[config.mk]
export PLATFORM = sky130hd
export DESIGN_NAME = event_encoder8x3_flat
export DESIGN_NICKNAME = d
export VERILOG_FILES = /design/src/rtl/event_encoder8x3_if.sv /design/src/rtl/event_encoder8x3.sv /design/src/flat_wrapper.sv
export SDC_FILE = /design/constraint.sdc
export NUM_CORES = 1
export LEC_CHECK = 0
export BUFFER_PORTS_ARGS = -buffer_cell sky130_fd_sc_hd__buf_4
export CAP_MARGIN = 20
export CELL_PAD_IN_SITES_DETAIL_PLACEMENT = 2
export CELL_PAD_IN_SITES_GLOBAL_PLACEMENT = 2
export CORE_ASPECT_RATIO = 0.75
export CORE_UTILIZATION = 31
export DETAILED_ROUTE_END_ITERATION = 6
export GPL_TIMING_DRIVEN = 1
export HOLD_SLACK_MARGIN = 0.1
export PLACE_DENSITY_LB_ADDON = 0.1
export REMOVE_ABC_BUFFERS = 1
export SYNTH_ARGS = -nofsm -noshare
export SYNTH_HDL_FRONTEND = slang
export SYNTH_SLANG_ARGS = --single-unit
[constraint.sdc]
create_clock -name clk -period 2.2 [get_ports clk]
set_clock_uncertainty 0.15 [all_clocks]
set_input_delay 0.44 -clock clk [delete_from_list [all_inputs] [get_ports clk]]
set_output_delay 0.44 -clock clk [all_outputs]
set_load 0.02 [all_outputs]
[src/rtl/event_encoder8x3_if.sv]
// Handshake and event bus for event_encoder8x3.
//   master : event source / consumer side (drives req_in, ready_in)
//   slave  : encoder side (drives code_out, valid_out, pending_out, drop_out)
// Signals:
//   req_in      [7:0] single-cycle event pulses, bit i requests index i
//   ready_in          consumer accepts code_out this cycle when valid_out=1
//   code_out    [2:0] index of the held event
//   valid_out         code_out holds a valid, unaccepted event
//   pending_out [7:0] pending set, excluding the index held in code_out
//   drop_out          one-cycle pulse: a request merged into an existing one
//
// valid/ready: a transfer happens on every rising clk edge where
// valid_out=1 and ready_in=1. Once valid_out rises, code_out and valid_out
// stay stable until that transfer; the encoder never retracts an event.
interface event_encoder8x3_if;
    logic [7:0] req_in;
    logic       ready_in;
    logic [2:0] code_out;
    logic       valid_out;
    logic [7:0] pending_out;
    logic       drop_out;

    modport master (
        output req_in,
        output ready_in,
        input  code_out,
        input  valid_out,
        input  pending_out,
        input  drop_out
    );

    modport slave (
        input  req_in,
        input  ready_in,
        output code_out,
        output valid_out,
        output pending_out,
        output drop_out
    );
endinterface

[src/rtl/event_encoder8x3.sv]
// Sequential 8-to-3 event encoder. Single-cycle pulses on req_in are
// collected into a pending set and handed out one per transfer as a 3-bit
// index over valid/ready.
// Parameters:
//   ROUND_ROBIN : 0 = fixed priority (index 7 highest)
//                 1 = round-robin, scan starts after the last loaded index
// Ports:
//   clk   : clock, all state updates on the rising edge
//   rst_n : asynchronous active-low reset
//   bus   : event_encoder8x3_if.slave (req/ready in, code/valid/pending/drop out)
module event_encoder8x3 #(
    parameter bit ROUND_ROBIN = 1'b0
) (
    input  logic                      clk,
    input  logic                      rst_n,
    event_encoder8x3_if.slave         bus
);

    logic [7:0] r_pend;
    logic [2:0] r_code;
    logic       r_valid;
    logic       r_drop;
    logic [2:0] r_ptr;

    logic       w_load;
    logic [7:0] w_cand;
    logic [7:0] w_held_oh;
    logic [7:0] w_drop_vec;
    logic [2:0] w_sel;
    logic       w_found;

    // A new event may be loaded whenever the output slot is empty or being
    // accepted this cycle.
    assign w_load = !r_valid || bus.ready_in;
    assign w_cand = r_pend | bus.req_in;

    // One-hot of the index currently held on code_out (zero when idle).
    assign w_held_oh = r_valid ? (8'(1) << r_code) : 8'h00;

    // A request merges (drops) if its bit is already pending, or if it hits
    // the held index while that index is not being accepted. A re-request of
    // the index being accepted this cycle is a fresh event, not a drop.
    assign w_drop_vec = (bus.req_in & r_pend)
                      | (bus.ready_in ? 8'h00 : (bus.req_in & w_held_oh));

    always_comb begin
        w_sel   = 3'd0;
        w_found = 1'b0;
        if (ROUND_ROBIN) begin
            // Scan ptr+1, ptr+2, ... wrapping; i=8 lands back on ptr itself.
            for (int i = 1; i <= 8; i++) begin
                if (!w_found && w_cand[3'(r_ptr + 3'(i))]) begin
                    w_sel   = 3'(r_ptr + 3'(i));
                    w_found = 1'b1;
                end
            end
        end else begin
            // Ascending scan: the last set bit seen wins, i.e. the highest.
            for (int i = 0; i < 8; i++) begin
                if (w_cand[i]) begin
                    w_sel   = 3'(i);
                    w_found = 1'b1;
                end
            end
        end
    end

    always_ff @(posedge clk or negedge rst_n) begin
        if (!rst_n) begin
            r_pend  <= 8'h00;
            r_code  <= 3'd0;
            r_valid <= 1'b0;
            r_drop  <= 1'b0;
            r_ptr   <= 3'd7;
        end else begin
            r_drop <= |w_drop_vec;
            if (w_load) begin
                if (w_cand != 8'h00) begin
                    r_code  <= w_sel;
                    r_valid <= 1'b1;
                    r_pend  <= w_cand & ~(8'(1) << w_sel);
                    r_ptr   <= w_sel;
                end else begin
                    r_valid <= 1'b0;
                    r_pend  <= 8'h00;
                end
            end else begin
                // Output stalled: a request for the held index is merged into
                // it rather than queued again, so it is serviced only once.
                r_pend <= r_pend | (bus.req_in & ~w_held_oh);
            end
        end
    end

    assign bus.code_out    = r_code;
    assign bus.valid_out   = r_valid;
    assign bus.pending_out = r_pend;
    assign bus.drop_out    = r_drop;

endmodule
[src/flat_wrapper.sv]
// flat-port wrapper written by rule: the top's interface ports become plain ports
module event_encoder8x3_flat 
#(
    parameter bit ROUND_ROBIN = 1'b0
)
  (clk, rst_n, bus_req_in, bus_ready_in, bus_code_out, bus_valid_out, bus_pending_out, bus_drop_out);
  event_encoder8x3_if bus_i ();
  input  logic clk;
  input  logic rst_n;
  input wire logic [$bits(bus_i.req_in)-1:0] bus_req_in;
  input wire logic [$bits(bus_i.ready_in)-1:0] bus_ready_in;
  output wire logic [$bits(bus_i.code_out)-1:0] bus_code_out;
  output wire logic [$bits(bus_i.valid_out)-1:0] bus_valid_out;
  output wire logic [$bits(bus_i.pending_out)-1:0] bus_pending_out;
  output wire logic [$bits(bus_i.drop_out)-1:0] bus_drop_out;
  assign bus_i.req_in = bus_req_in;
  assign bus_i.ready_in = bus_ready_in;
  assign bus_code_out = bus_i.code_out;
  assign bus_valid_out = bus_i.valid_out;
  assign bus_pending_out = bus_i.pending_out;
  assign bus_drop_out = bus_i.drop_out;
  event_encoder8x3 #(.ROUND_ROBIN(ROUND_ROBIN)) u_core (.clk(clk), .rst_n(rst_n), .bus(bus_i));
endmodule
==> Implementation_results.wiki, run 1 <==
{| class="wikitable"
! Metric !! Value
|-
| Clock latency of the later-clocked register in the worst-skew pair || around 0.25 ns
|-
| F_max || around 520 MHz
|-
| Fraction of final layout cells sized beyond drive strength 1 || 0.376
|-
| Avg Vias per Cell || between 5 and 6
|-
| Post-layout nets || around 130
|-
| Post-place setup slack || 0.157 ns
|-
| Power Dens Cells || about 560 mW/mm^2
|-
| Number of antenna violations at the first check in global routing || 0
|-
| Most frequent standard cell in the layout excluding fill and tap cells || buf_4
|-
| Portion of the clock cycle consumed by the worst path in the final layout || 0.868
|-
| Count of cell types in the netlist || 37
|-
| Endpoint with the worst hold slack || u_core.bus.valid_out$_DFFE_PN0N_
|-
| Maximum buffer depth of the clock tree || 2
|-
| Portion of the post-synthesis area used by sequential elements || 0.375
|-
| Average footprint of a synthesized cell || between 10 and 15 um^2
|-
| Worst Hold Margin || roughly 0.31 ns
|-
| Max_cap viols || 0
|-
| Maximum number of pins on one net before global-route repair || 14
|-
| Number of enable-type register cells in the synthesized netlist || 0
|-
| Worst Hold Depth || 3
|-
| Aggregate negative setup slack || 0 ns
|-
| Count of buffers from port buffering || 23
|-
| Final estimated routing congestion in global placement || just under 0.8
|-
| Leading register cell type out of synthesis || dfrtp_1
|-
| Critical Path Start Type || register
|-
| Instance count of the mapped netlist || 86
|-
| Endpoint of the lowest-slack register-to-register path || u_core.bus.code_out[0]$_DFFE_PN0P_
|-
| Starting Density || 0.329
|-
| Critical path start-end classification || register to register
|-
| Arrival time of data at the critical path endpoint || 1.89 ns
|-
| Drt initial violations || 45
|-
| Worst Reg2Reg Path Length in Cells || 4
|-
| Area overhead of the layout relative to synthesis || 34.3%
|-
| Fillers || 298
|-
| Crit Reg-Reg Startpoint || u_core.bus.pending_out[3]$_DFF_PN0_
|-
| Clk slew on worst S/H paths || 0.06 ns
|-
| Setup violations, final || 0
|-
| Worst slew slack as a fraction of its limit || 0.694
|-
| Detailed Routing Iterations Pass 1 || 4
|-
| Die outline height || ~48 um
|-
| Kind of end point of the critical path || register
|-
| Largest fanout on the critical path || 6
|-
| Number of ports placed on the die boundary || 24
|-
| Worst Hold Launch || bus_req_in[0]
|-
| Ant diodes || 0
|-
| Final slew viol count || 0
|-
| Number of flip-flops and latches in the synthesized netlist || 13
|-
| Leak || approximately 0.45 nW
|-
| Required time of the critical path || 2.18 ns
|-
| Wire length of the first global-routing pass || between 4000 and 5000 um
|-
| Post-Syn Area || about 870 um^2
|-
| Clock Root Buffer || clkbuf_8
|-
| Routed vias || around 870
|-
| Clock sink total || 13
|-
| Area enclosed by the die boundary || ~0.003 mm^2
|-
| Largest voltage drop on the vdd net || between 0.3 and 0.4 mV
|-
| Post-detailed-route count of antenna-violating nets || 0
|-
| H-tree level count || 1
|-
| DP HPWL || 2290 um
|-
| Path type of the worst min-delay path || input pin to register
|-
| Width of the die || about 63 um
|-
| Hold Fails Final Rpt || 0
|-
| Slack of the worst reg-to-reg path || around 0.29 ns
|-
| Total core area || between 0.002 and 0.003 mm^2
|-
| Most used cells in the layout excluding fill and tap cells || buf_4, dfrtp_1, a21oi_1
|-
| Row count || 16
|-
| Count of warnings emitted by yosys || 0
|-
| Time the final worst path needs with I/O delays and setup || between 1.5 and 2 ns
|-
| Gr ovfl total || 0
|-
| Total routing resource utilization after global routing || 0.220
|-
| CTS tree || built
|-
| Slew @ Worst Pin || between 0.4 and 0.5 ns
|-
| Detailed-route DRC error count || 0
|-
| CTS Buf Count || 3
|-
| Run status || finished clean
|-
| Final Worst Setup Slack || 0.291 ns
|-
| Total Routed Length || just over 3000 um
|-
| Post-synthesis async set-or-reset flop share || 1.00
|-
| RSZ-0062 raised after global routing || false
|-
| Number of global-route vias before repair || slightly below 900
|-
| Routed length per placed instance || a little under 20 um
|}
## synth_stat cells (3+ instances only)
| cell | count | area [um^2] |
|---|---|---|
| nand2_1 | 5 | 18.8 |
| nor2_1 | 8 | 30.0 |
| nand2b_1 | 3 | 18.8 |
| nand3_1 | 3 | 15.0 |
| a21oi_1 | 9 | 45.0 |
| dfrtp_1 | 13 | 325 |
| a31oi_1 | 3 | 18.8 |
| nor3_1 | 3 | 15.0 |
## layer usage
layer | global-route usage | routed length [um]
met4 | 0.0419 | 25
met2 | 0.357 | 1410
met3 | 0.0738 | 197
met1 | 0.292 | 1390
met5 | 0 | 0
## worst max path at each step
stage	startpoint	to	cells past startpoint
after CTS	u_core.bus.pending_out[3]$_DFF_PN0_	u_core.bus.code_out[0]$_DFFE_PN0P_	4
after global placement	bus_req_in[3]	u_core.bus.code_out[0]$_DFFE_PN0P_	5
after floorplan	u_core.bus.pending_out[3]$_DFF_PN0_	u_core.bus.code_out[0]$_DFFE_PN0P_	4
final	u_core.bus.pending_out[3]$_DFF_PN0_	u_core.bus.code_out[0]$_DFFE_PN0P_	4
after detailed placement	bus_req_in[3]	u_core.bus.code_out[0]$_DFFE_PN0P_	5
after global routing	u_core.bus.pending_out[3]$_DFF_PN0_	u_core.bus.code_out[0]$_DFFE_PN0P_	4
## power by group
| part | leakage [nW] | internal (W) | switching [W] |
|---|---|---|---|
| logic | 0.291 | 0.0000705 | 0.0000802 |
| registers | 0.129 | 0.000252 | 0.0000312 |
| clock network | 0.0255 | 0.000125 | 0.0000975 |
## sequential cells by signal, summed over array words and instances (netlist names)
signal,cells
u_core.bus.pending_out,8
u_core.bus.code_out,3
u_core.bus.valid_out,1
u_core.bus.drop_out,1
## critical path: stages (launching register included)
cell	delay, ns
dfrtp_1	0.44
or4_4	0.54
nand2b_4	0.16
o21ai_4	0.19
mux2_4	0.32
## area by class of cell
| cell class | count | area [um^2] | area share |
|---|---|---|---|
| flip-flops and latches | 13 | 325 | 0.279 |
| clock inverters | 1 | 5.00 | 0.00429 |
| repair buffers | 31 | 235 | 0.202 |
| well taps | 36 | 45.0 | 0.0386 |
| clock buffers | 3 | 41.3 | 0.0354 |
| multi-input cells | 69 | 514 | 0.441 |
## through the flow
stage	cell area, um^2	std cells	power (W)	utilization
floorplan	840	82	0.000350	-
global placement	1110	148	0.000432	0.420
detailed placement	1110	148	0.000436	0.420
CTS	1170	153	0.000666	0.441
global route	1170	153	0.000688	0.441
finish	1170	153	0.000656	0.441
## cell families (layout without fill, tap and decap cells)
kind of cell,count (synthesis),after routing,synth area share
and+or+nand+nor,37,37,0.303
AOI/OAI and AO/OA,28,28,0.236
DFF,13,13,0.375
muxes,4,4,0.0533
buffers and inverters,4,35,0.0331
## timing repair
action                                 in CTS  in global routing
endpoints found under the hold margin      13                  0
hold buffers                                1                  0
gates resized for setup                     0                  0
setup buffers                               0                  0
(Power assumes the default switching activity.)
==> run 2, diff against run 1 <==
--- a/config.mk
+++ b/config.mk
@@ -16,4 +16,5 @@
 export HOLD_SLACK_MARGIN = 0.1
 export PLACE_DENSITY_LB_ADDON = 0.1
+export RECOVER_POWER = 50
 export REMOVE_ABC_BUFFERS = 1
 export SYNTH_ARGS = -nofsm -noshare
==> constraint.sdc (replaced) <==
create_clock -name clk -period 2.2 [get_ports clk]
set_clock_uncertainty 0.15 [all_clocks]
set_input_delay 0.11 -clock clk [delete_from_list [all_inputs] [get_ports clk]]
set_output_delay 0.11 -clock clk [all_outputs]
set_load 0.02 [all_outputs]
==> run 2 against run 1 <==
  * Cell area grew 3.9%
  * Sequential power is essentially flat
  * Non-clock buffer count grew 8
  * Clock-buffer cell count grew 1
  * Register-to-register slack gained 0.02 ns
  * Largest cell class unchanged
==> Implementation_results.wiki, run 2 (synthesis gave the netlist of run 1 again) <==
{| class="wikitable"
! Metric !! Value
|-
| Run status || finished clean
|-
| Post-detailed-route count of antenna-violating nets || 0 (unchanged)
|-
| Fraction of final layout cells sized beyond drive strength 1 || 0.232 (-0.144)
|-
| Kind of end point of the critical path || register
|-
| Number of antenna violations at the first check in global routing || 0 (unchanged)
|-
| Die outline height || 47.8 um (unchanged)
|-
| Gr ovfl total || 0 (unchanged)
|-
| Hold Fails Final Rpt || 0 (unchanged)
|-
| Count of buffers from port buffering || 23 (unchanged)
|-
| Clock latency of the later-clocked register in the worst-skew pair || 0.24 ns (about the same)
|-
| Leak || 0.441 nW (-1.0%)
|-
| Final estimated routing congestion in global placement || 0.810 (+5.4%)
|-
| Avg Vias per Cell || 5.54 (-2.2%)
|-
| Standard cell area after detailed placement || 0.00109 mm^2 (-2.0%)
|-
| Routed vias || 892 (+2.9%)
|-
| Ant diodes || 0 (unchanged)
|-
| Width of the die || 63.1 um (unchanged)
|-
| NetSw || 0.000206 W (-1.6%)
|-
| Largest voltage drop on the vdd net || 0.379 mV (+7.5%)
|-
| Clock Root Buffer || clkbuf_8
|-
| Total routing resource utilization after global routing || 0.244 (+0.0243)
|-
| Detailed Routing Iterations Pass 1 || 4 (unchanged)
|-
| Comb pwr share || 0.235 (+0.005)
|-
| F_max || 493 MHz (-5.9%)
|-
| Clock power frac || 0.332 (-0.007)
|-
| Portion of the clock cycle consumed by the worst path in the final layout || 0.922 (+0.0542)
|-
| Area of the multi-input gates || 514 um^2 (unchanged)
|-
| Fraction of the core area covered by cells at the end of the flow || 0.458 (+0.0170)
|-
| Aggregate negative setup slack || 0 ns (unchanged)
|-
| Time the final worst path needs with I/O delays and setup || 2.03 ns (+0.119 ns)
|-
| Register area || 325 um^2 (unchanged)
|-
| Required time of the critical path || 2.18 ns (about the same)
|-
| Starting Density || 0.329 (unchanged)
|-
| H-tree level count || 1 (unchanged)
|-
| Clock sink total || 13 (unchanged)
|-
| DP HPWL || 2330 um (+1.9%)
|-
| CTS tree || built
|-
| Switching fraction of total power || 0.313 (-0.00551)
|-
| Final slew viol count || 0 (unchanged)
|-
| Setup violations, final || 0 (unchanged)
|-
| Maximum number of pins on one net before global-route repair || 14 (unchanged)
|-
| RSZ-0062 raised after global routing || false
|-
| Most frequent standard cell in the layout excluding fill and tap cells || buf_4
|-
| Arrival time of data at the critical path endpoint || 2.01 ns (+0.12 ns)
|-
| Routed length per placed instance || 20.2 um (+2.3%)
|-
| Total core area || 0.00264 mm^2 (unchanged)
|-
| Drt initial violations || 33 (-27%)
|-
| Portion of total power attributed to sequential cells || 0.434 (+0.003)
|-
| Wire length of the first global-routing pass || 5100 um (+9.2%)
|-
| Max FFs per register || 8 (unchanged)
|-
| Number of ports placed on the die boundary || 24 (unchanged)
|-
| Final std cell area, no fill || 0.00121 mm^2 (+3.9%)
|-
| Path type of the worst min-delay path || input pin to register
|-
| Area enclosed by the die boundary || 0.00302 mm^2 (unchanged)
|-
| Power Dens Cells || 543 mW/mm^2 (-3.6%)
|-
| Detailed-route DRC error count || 0 (unchanged)
|-
| Row count || 16 (unchanged)
|-
| Post-layout nets || 137 (+6.2%)
|-
| Worst slew slack as a fraction of its limit || 0.683 (-0.0114)
|-
| Fillers || 301 (+1.0%)
|-
| Internal cell power || 0.000452 W (+0.93%)
|-
| Clk slew on worst S/H paths || 0.06 ns (about the same)
|-
| Max_cap viols || 0 (unchanged)
|-
| Critical Path Start Type || input pin
|-
| CTS Buf Count || 3 (unchanged)
|-
| Most used cells in the layout excluding fill and tap cells || buf_4, dfrtp_1, clkbuf_1, dlygate4sd3_1, a21oi_1
|-
| Area overhead of the layout relative to synthesis || 39.5%
|-
| Slew @ Worst Pin || 0.474 ns (+0.0153 ns)
|-
| Largest fanout on the critical path || 5 (-1)
|-
| Maximum buffer depth of the clock tree || 2 (unchanged)
|-
| Number of global-route vias before repair || 923 (+6.7%)
|-
| Critical path start-end classification || input pin to register
|-
| Total Routed Length || 3250 um (+7.6%)
|}
## run 2: cell count changes in the layout (fill, tap and decap cells not counted)
cell           before  now
buf_4              30   16
clkbuf_1            0   12
dlygate4sd3_1       1   12
clkinv_2            1    0
## run 2: metal layers
layer  share of wire  up-vias  GRT usage  wire [um]
met3           0.055        8     0.0619        180
met1            0.48      439      0.330       1550
met5               0        -          0          0
met4           0.020        0      0.102         65
li1                -      416          -          -
met2            0.45       29      0.381       1450
## run 2: path summary, 6_finish.rpt
check / endpoint / from / cells after the start / slack, ns
setup / recovery: u_core.bus.code_out[0]$_DFFE_PN0P_ / bus_req_in[3] / 6 / 0.17
min in group asynchronous: u_core.bus.code_out[2]$_DFFE_PN0P_ / rst_n / 3 / 0.65
max in group asynchronous: u_core.bus.code_out[0]$_DFFE_PN0P_ / rst_n / 4 / 0.32
hold / removal: u_core.bus.pending_out[3]$_DFF_PN0_ / bus_ready_in / 4 / 0.14
hold reg to reg: u_core.bus.pending_out[2]$_DFF_PN0_ / u_core.bus.pending_out[3]$_DFF_PN0_ / 2 / 0.46
setup reg to reg: u_core.bus.code_out[0]$_DFFE_PN0P_ / u_core.bus.pending_out[3]$_DFF_PN0_ / 4 / 0.31
## run 2: repair_timing
| action | 4_1_cts | 5_1_grt |
|---|---|---|
| gates resized for setup | 0 | 0 |
| hold endpoints to repair | 21 | 0 |
| hold buffers | 12 | 0 |
| setup buffers | 0 | 0 |
## run 2: cell type report
type                       count  area share
timing repair buffer          39       0.232
tap                           36      0.0372
multi-input combinational     69       0.425
clock buffer                   4      0.0372
sequential                    13       0.269
## run 2: power groups by stage
stage,Sequential (W),Clock [W],Combinational [W]
finish,0.000285,0.000218,0.000154
global route,0.000289,0.000239,0.000167
CTS,0.000285,0.000226,0.000160
detailed placement,0.000289,0,0.000143
global placement,0.000287,0,0.000141
floorplan,0.000296,0,0.0000531
## run 2: worst max-delay path, cell delays in order
cell	delay, ns
dlygate4sd3_1	0.54
buf_4	0.16
or4_4	0.54
nand2b_4	0.16
o21ai_4	0.18
mux2_4	0.31
## run 2: per-stage QoR
stage	std cells	hold slack, ns	total power (W)	setup slack (ns)
after floorplan	82	-0.336	0.000350	0.296
after global placement	145	-0.178	0.000429	0.361
after detailed placement	145	-0.177	0.000432	0.321
after CTS	161	0.125	0.000671	0.180
after global routing	161	0.152	0.000695	0.131
final	161	0.137	0.000657	0.171
